$ cat config.mk
export PLATFORM = sky130hd
export DESIGN_NAME = midi_note_tracker
export DESIGN_NICKNAME = d
export VERILOG_FILES = /design/src/rtl/midi_note_tracker.sv
export SDC_FILE = /design/constraint.sdc
export NUM_CORES = 1
export LEC_CHECK = 0
export ABC_AREA = 1
export BUFFER_PORTS_ARGS = -buffer_cell sky130_fd_sc_hd__buf_2
export CAP_MARGIN = 20
export CORE_MARGIN = 10
export CORE_UTILIZATION = 50
export DETAILED_ROUTE_END_ITERATION = 10
export PLACE_DENSITY = 0.78
export SYNTH_ARGS = -nofsm -noshare
export SYNTH_HDL_FRONTEND = slang
export SYNTH_SLANG_ARGS = --single-unit
export TNS_END_PERCENT = 20
$ cat constraint.sdc
create_clock -name clk -period 5.2 [get_ports clk]
set_input_delay 0.26 -clock clk [delete_from_list [all_inputs] [get_ports clk]]
set_output_delay 0.26 -clock clk [all_outputs]
set_load 0.02 [all_outputs]
$ cat src/rtl/midi_note_tracker.sv
// midi_note_tracker: turns the raw MIDI byte stream into note events.
// Keeps a table of held notes packed onto note_wire and queues each
// accepted note-on in a small first-word-fall-through FIFO for the
// note memory to consume through a valid/ready handshake.
`timescale 1ns/1ps
module midi_note_tracker #(
   parameter int SLOTS      = 2,
   parameter int NOTE_W     = 8,
   parameter int CHANNEL    = 16,
   parameter int FIFO_DEPTH = 4
) (
   input  logic                             clk,
   input  logic                             reset,
   input  logic [7:0]                       rx_byte,
   input  logic                             rx_valid,
   output logic [SLOTS*NOTE_W-1:0]          note_wire,
   output logic [SLOTS-1:0]                 held_mask,
   output logic [NOTE_W-1:0]                evt_note,
   output logic                             evt_valid,
   input  logic                             evt_ready,
   output logic [$clog2(FIFO_DEPTH+1)-1:0]  evt_count,
   output logic                             overflow,
   input  logic                             clear_ovf
);

   localparam int              AW       = $clog2(FIFO_DEPTH);
   localparam int              CW       = $clog2(FIFO_DEPTH+1);
   localparam logic [3:0]      CH_SEL   = 4'(CHANNEL % 16);
   localparam logic [CW-1:0]   FULL_CNT = CW'(FIFO_DEPTH);

   // Running status is implicit: after a complete note message the parser
   // sits in WAIT_D1, after a skipped message it sits in the skip state.
   typedef enum logic [2:0] {
      S_IDLE,
      S_WAIT_D1,
      S_WAIT_D2,
      S_SKIP1,
      S_SKIP2A,
      S_SKIP2B
   } state_t;

   state_t               r_state;
   logic                 r_kind;      // 1 = 0x9n status, 0 = 0x8n status
   logic [6:0]           r_note;
   logic [NOTE_W-1:0]    r_slot [SLOTS];
   logic [SLOTS-1:0]     r_held;
   logic [NOTE_W-1:0]    r_mem [FIFO_DEPTH];
   logic [AW-1:0]        r_wptr;
   logic [AW-1:0]        r_rptr;
   logic [CW-1:0]        r_count;
   logic                 r_ovf;

   logic [3:0]           w_hi;
   logic                 w_ch_ok;
   logic                 w_vel;
   logic                 w_note_on;
   logic                 w_note_off;
   logic [NOTE_W-1:0]    w_note;
   logic [SLOTS-1:0]     w_match;
   logic [SLOTS-1:0]     w_free;
   logic [SLOTS-1:0]     w_free_oh;
   logic                 w_hit;
   logic                 w_table_full;
   logic                 w_pop;
   logic                 w_push;

   assign w_hi       = rx_byte[7:4];
   assign w_ch_ok    = (CHANNEL == 16) || (rx_byte[3:0] == CH_SEL);
   assign w_vel      = rx_valid && !rx_byte[7] && (r_state == S_WAIT_D2);
   assign w_note_on  = w_vel && r_kind && (rx_byte[6:0] != 7'd0);
   assign w_note_off = w_vel && !(r_kind && (rx_byte[6:0] != 7'd0));
   assign w_note     = NOTE_W'(r_note);

   // Lowest-index empty slot as a one-hot vector (isolate lowest set bit).
   assign w_free       = ~r_held;
   assign w_free_oh    = w_free & (~w_free + SLOTS'(1));
   assign w_table_full = ~|w_free;
   assign w_hit        = |w_match;

   assign evt_valid = (r_count != '0);
   assign w_pop     = evt_valid && evt_ready;
   assign w_push    = w_note_on && ((r_count != FULL_CNT) || w_pop);
   assign evt_note  = evt_valid ? r_mem[r_rptr] : '0;
   assign evt_count = r_count;
   assign overflow  = r_ovf;
   assign held_mask = r_held;

   for (genvar k = 0; k < SLOTS; k++) begin : g_slot
      assign w_match[k] = r_held[k] && (r_slot[k] == w_note);
      assign note_wire[k*NOTE_W +: NOTE_W] = r_slot[k];
   end

   // Byte parser: status decode, channel filter, data byte sequencing.
   always_ff @(posedge clk or negedge reset) begin
      if (!reset) begin
         r_state <= S_IDLE;
         r_kind  <= 1'b0;
         r_note  <= '0;
      end else if (rx_valid) begin
         if (rx_byte[7]) begin
            if (rx_byte >= 8'hF8) begin
               r_state <= r_state;
            end else if (rx_byte >= 8'hF0) begin
               r_state <= S_IDLE;
            end else if (((w_hi == 4'h8) || (w_hi == 4'h9)) && w_ch_ok) begin
               r_kind  <= rx_byte[4];
               r_state <= S_WAIT_D1;
            end else if ((w_hi == 4'hC) || (w_hi == 4'hD)) begin
               r_state <= S_SKIP1;
            end else begin
               r_state <= S_SKIP2A;
            end
         end else begin
            case (r_state)
               S_IDLE:    r_state <= S_IDLE;
               S_WAIT_D1: begin
                  r_note  <= rx_byte[6:0];
                  r_state <= S_WAIT_D2;
               end
               S_WAIT_D2: r_state <= S_WAIT_D1;
               S_SKIP1:   r_state <= S_SKIP1;
               S_SKIP2A:  r_state <= S_SKIP2B;
               S_SKIP2B:  r_state <= S_SKIP2A;
               default:   r_state <= S_IDLE;
            endcase
         end
      end
   end

   // Held-note table: note-off clears matches, new note-on fills lowest free slot.
   always_ff @(posedge clk or negedge reset) begin
      if (!reset) begin
         r_held <= '0;
         for (int k = 0; k < SLOTS; k++) r_slot[k] <= '0;
      end else begin
         for (int k = 0; k < SLOTS; k++) begin
            if (w_note_off && w_match[k]) begin
               r_slot[k] <= '0;
               r_held[k] <= 1'b0;
            end else if (w_note_on && !w_hit && w_free_oh[k]) begin
               r_slot[k] <= w_note;
               r_held[k] <= 1'b1;
            end
         end
      end
   end

   // FIFO pointers and occupancy; simultaneous push and pop leave count unchanged.
   always_ff @(posedge clk or negedge reset) begin
      if (!reset) begin
         r_wptr  <= '0;
         r_rptr  <= '0;
         r_count <= '0;
      end else begin
         if (w_push) r_wptr <= r_wptr + AW'(1);
         if (w_pop)  r_rptr <= r_rptr + AW'(1);
         if (w_push && !w_pop)      r_count <= r_count + CW'(1);
         else if (!w_push && w_pop) r_count <= r_count - CW'(1);
      end
   end

   // FIFO storage; contents are don't-care until covered by r_count.
   always_ff @(posedge clk) begin
      if (w_push) r_mem[r_wptr] <= w_note;
   end

   // Sticky overflow: table full on a new note-on, or a dropped FIFO push.
   always_ff @(posedge clk or negedge reset) begin
      if (!reset) begin
         r_ovf <= 1'b0;
      end else if ((w_note_on && !w_hit && w_table_full) || (w_note_on && !w_push)) begin
         r_ovf <= 1'b1;
      end else if (clear_ovf) begin
         r_ovf <= 1'b0;
      end
   end

endmodule

==> results.toml <==
[timing]
hold_ws_ns = -0.002232
tns_ns = 0
max_freq_ghz = 0.4418
hold_violations = 6
finalCritPeriodShare_pct = 43.53
period_minus_slack_ns = 2.263
rsz0062_at_grt = "no"
clock_skew_ns = 0.008887
relSlewSlack_pct = 48.25
finalSetupViolCount = 0
slew_violations = 0
tightest_slew_ns = 0.7763

[critical_path]
slowest_stage = "dfrtp_1"
critPathMaxFanout = 6
crit_arrival_ns = 2.47
end_kind = "flop"
rr_worst_depth = 13
required_ns = 5.41
r2r_end = "evt_count[2]"
critPathKind = "reg2reg"
r2r_slack_ns = 2.94
start_kind = "flop"
path_cells = "inv_2 -> nand2_1 -> nor2_4 -> nand3_4 -> inv_2 -> nand2_1 -> inv_2 -> ha_1 -> inv_1 -> fa_1 -> a21oi_1 -> o21ai_0 -> xor2_1"
r2r-start = "r_state[2]"
critPathMaxStageDelay_ns = 0.40
crit_path_frequent_cell = "inv_2"

[routing]
drc = 0
wl_per_cell_um = 15.03
drt-total-wl_um = 6931
ant_nets = 0
drtIter0Drc = 112
routed_via_density = 5.221
num_vias = 2407
dr.pass1.iters = 4

[cts]
clk_pin_slew_ns = 0.07
cts-resized-gates = 0
root_buffer = "clkbuf_8"
cts_hold_buffers = 0
cts_buffers = 9
cts_setup_buffers = 0
cts_sinks = 63
htree_levels = 3
max-clock-path-buffers = 2
clk_latency_ns = 0.34
cts_tree = "done"

[synthesis]
ys_seq_elements = 63
synth_warnings = 0
synth_cell_types = 35
syn_avg_cell_area_um2 = 9.251
syn_area_mm2 = 0.003127
ys_seq_area_share_pct = 54.90
synthCells = 338

[floorplanning]
placementRows = 28
die-area_mm2 = 0.009817
die_h_um = 99.08
core_area_mm2 = 0.005991
pin_count = 44
initial_core_util_pct = 52.19
fp.dieW_um = 99.08

[power]
powerDensity_mw_per_mm2 = 513.2
p_leak_nw = 1.649
irDropWorstVdd_mv = 0.3192

[place]
gp_congestion = 0.9056
dp_cells = 445
numPortBuffers = 40
dp.final_hpwl_um = 4932

[global_route]
grt_pass1_wl_um = 11340
overflow = 0
grt_pass1_vias = 2393
antenna_found_initial = 0
grt.total_usage_pct = 14.48
grt_max_degree = 36

[final_layout]
n_fill_cell = 503
drive_gt1_share_pct = 19.43
stdcell_count = 461
num_antenna_cells = 0
register_area_mm2 = 0.001717
multi_input_area_mm2 = 0.001202
num-nets-final = 402
area_growth_pct = 14.13

[worst_hold_path]
hp-class = "in2async"

[job]
maxCapViolations = 0

[run_status]
violations = "hold timing"
status = "finished, violations left"
==> worst max-delay path: cells and delay by family (launching register included) <==
kind,cells,cell delay (ns)
flops,1,0.40
xor+xnor,1,0.15
buf+inv,4,0.33
compound gates,2,0.26
fa+ha+maj,2,0.52
simple gates,4,0.49
==> synthesized netlist by cell type <==
master    count  share of area (%)
clkbuf_1      4               0.48
o31ai_1       1               0.24
nor3_1        1               0.16
inv_1        28                3.4
conb_1        1               0.12
buf_2         1               0.16
nand3_2       2               0.64
xor2_1        4                1.1
fa_1          1               0.64
nand3_1      18                2.9
xnor2_1       3               0.84
edfxtp_1     28                 27
a21boi_1      1               0.24
o21ai_1       6               0.96
ha_1          7                2.8
inv_2        11                1.3
nand3_4       2                1.1
nor3_4        1               0.52
buf_6         2               0.72
buf_4         3               0.72
nor2_1       51                6.1
clkinv_1      1               0.12
dfrtp_1      35                 28
nand2_4       1               0.36
a31oi_1       1               0.20
nor2_8        1               0.64
o21ai_0      21                3.4
a21oi_1      14                2.2
nor2_4        2               0.72
nand4_1      18                3.6
o22ai_1       1               0.20
nor2_2        1               0.20
mux2_2        1               0.36
o21a_1        1               0.24
nand2_1      64                7.7
==> how the worst max path moves through the flow <==
stage	startpoint	end	slack, ns	cells past startpoint
after floorplan	evt_count[0]	evt_count[1]	3.02	9
after global placement	rx_byte[7]	evt_count[2]	2.99	14
after detailed placement	rx_byte[7]	evt_count[2]	2.94	14
after CTS	r_state[2]	evt_count[2]	2.94	13
after global routing	r_state[2]	evt_count[2]	2.69	13
final	r_state[2]	evt_count[2]	2.94	13
==> where the power goes <==
part	leakage, nW	switching (mW)	internal [mW]
clock network	0.104	0.181	0.269
registers	0.687	0.157	0.628
logic	0.858	0.390	0.206
==> stage by stage <==
step | total power, mW | utilization, % | hold WS (ns) | setup slack [ns] | instance area [um2]
after floorplan | 1.174 | - | -0.03559 | 3.023 | 3134
after global placement | 1.369 | 56.14 | 0.3762 | 2.987 | 3363
after detailed placement | 1.395 | 56.14 | 0.3812 | 2.939 | 3363
after CTS | 1.843 | 59.57 | 0.01028 | 2.940 | 3568
after global routing | 1.957 | 59.57 | 0.04073 | 2.686 | 3568
final | 1.831 | 59.57 | -0.002232 | 2.937 | 3568
==> state kept, by name, summed over array words and instances, names as in the netlist <==
| name | flops |
|---|---|
| r_state | 3 |
| r_kind | 1 |
| note_wire | 14 |
| r_mem | 28 |
| overflow | 1 |
| r_note | 7 |
| held_mask | 2 |
| evt_count | 3 |
| r_wptr | 2 |
| r_rptr | 2 |
==> cells in the final DEF (no fill, tap or decap), drive strengths merged <==
cell type / Yosys / final
a21boi: 1 / 1
a21oi: 14 / 14
a31oi: 1 / 1
buf: 6 / 40
bufinv: 0 / 2
clkbuf: 4 / 12
clkinv: 1 / 3
conb: 1 / 3
dfrtp: 35 / 35
edfxtp: 28 / 28
fa: 1 / 1
ha: 7 / 7
inv: 39 / 39
mux2: 1 / 1
nand2: 65 / 65
nand3: 22 / 22
nand4: 18 / 18
nor2: 55 / 55
nor3: 2 / 2
o21a: 1 / 1
o21ai: 27 / 27
o22ai: 1 / 1
o31ai: 1 / 1
xnor2: 3 / 3
xor2: 4 / 4
==> layer usage <==
| metal | part of all wire [%] | up-vias | routed length, um | track usage (%) |
|---|---|---|---|---|
| met5 | 0 | - | 0 | 0 |
| met4 | 2.3 | 0 | 160 | 8.159 |
| met3 | 7.0 | 14 | 485 | 3.841 |
| met2 | 47 | 85 | 3289 | 23.45 |
| met1 | 43 | 1104 | 2994 | 16.98 |
| li1 | - | 1204 | - | - |
==> cells by family after synthesis <==
family | Yosys count | synth area share [%]
other | 1 | 0.1199
buffers and inverters | 50 | 6.882
and+or+nand+nor | 162 | 24.65
AOI/OAI and AO/OA | 46 | 7.684
muxes | 1 | 0.3601
xor gates and xnor gates | 7 | 1.961
DFF | 63 | 54.90
adders and majority gates | 8 | 3.441
==> cell type report <==
cell class	instances	area share (%)
Clock buffer	12	3.787
Clock inverter	4	1.964
Inverter	40	4.208
Multi-Input combinational cell	227	33.70
Sequential cell	63	48.11
Tap cell	75	2.630
Timing Repair Buffer	40	5.610
Power figures use the tool's default switching activity.
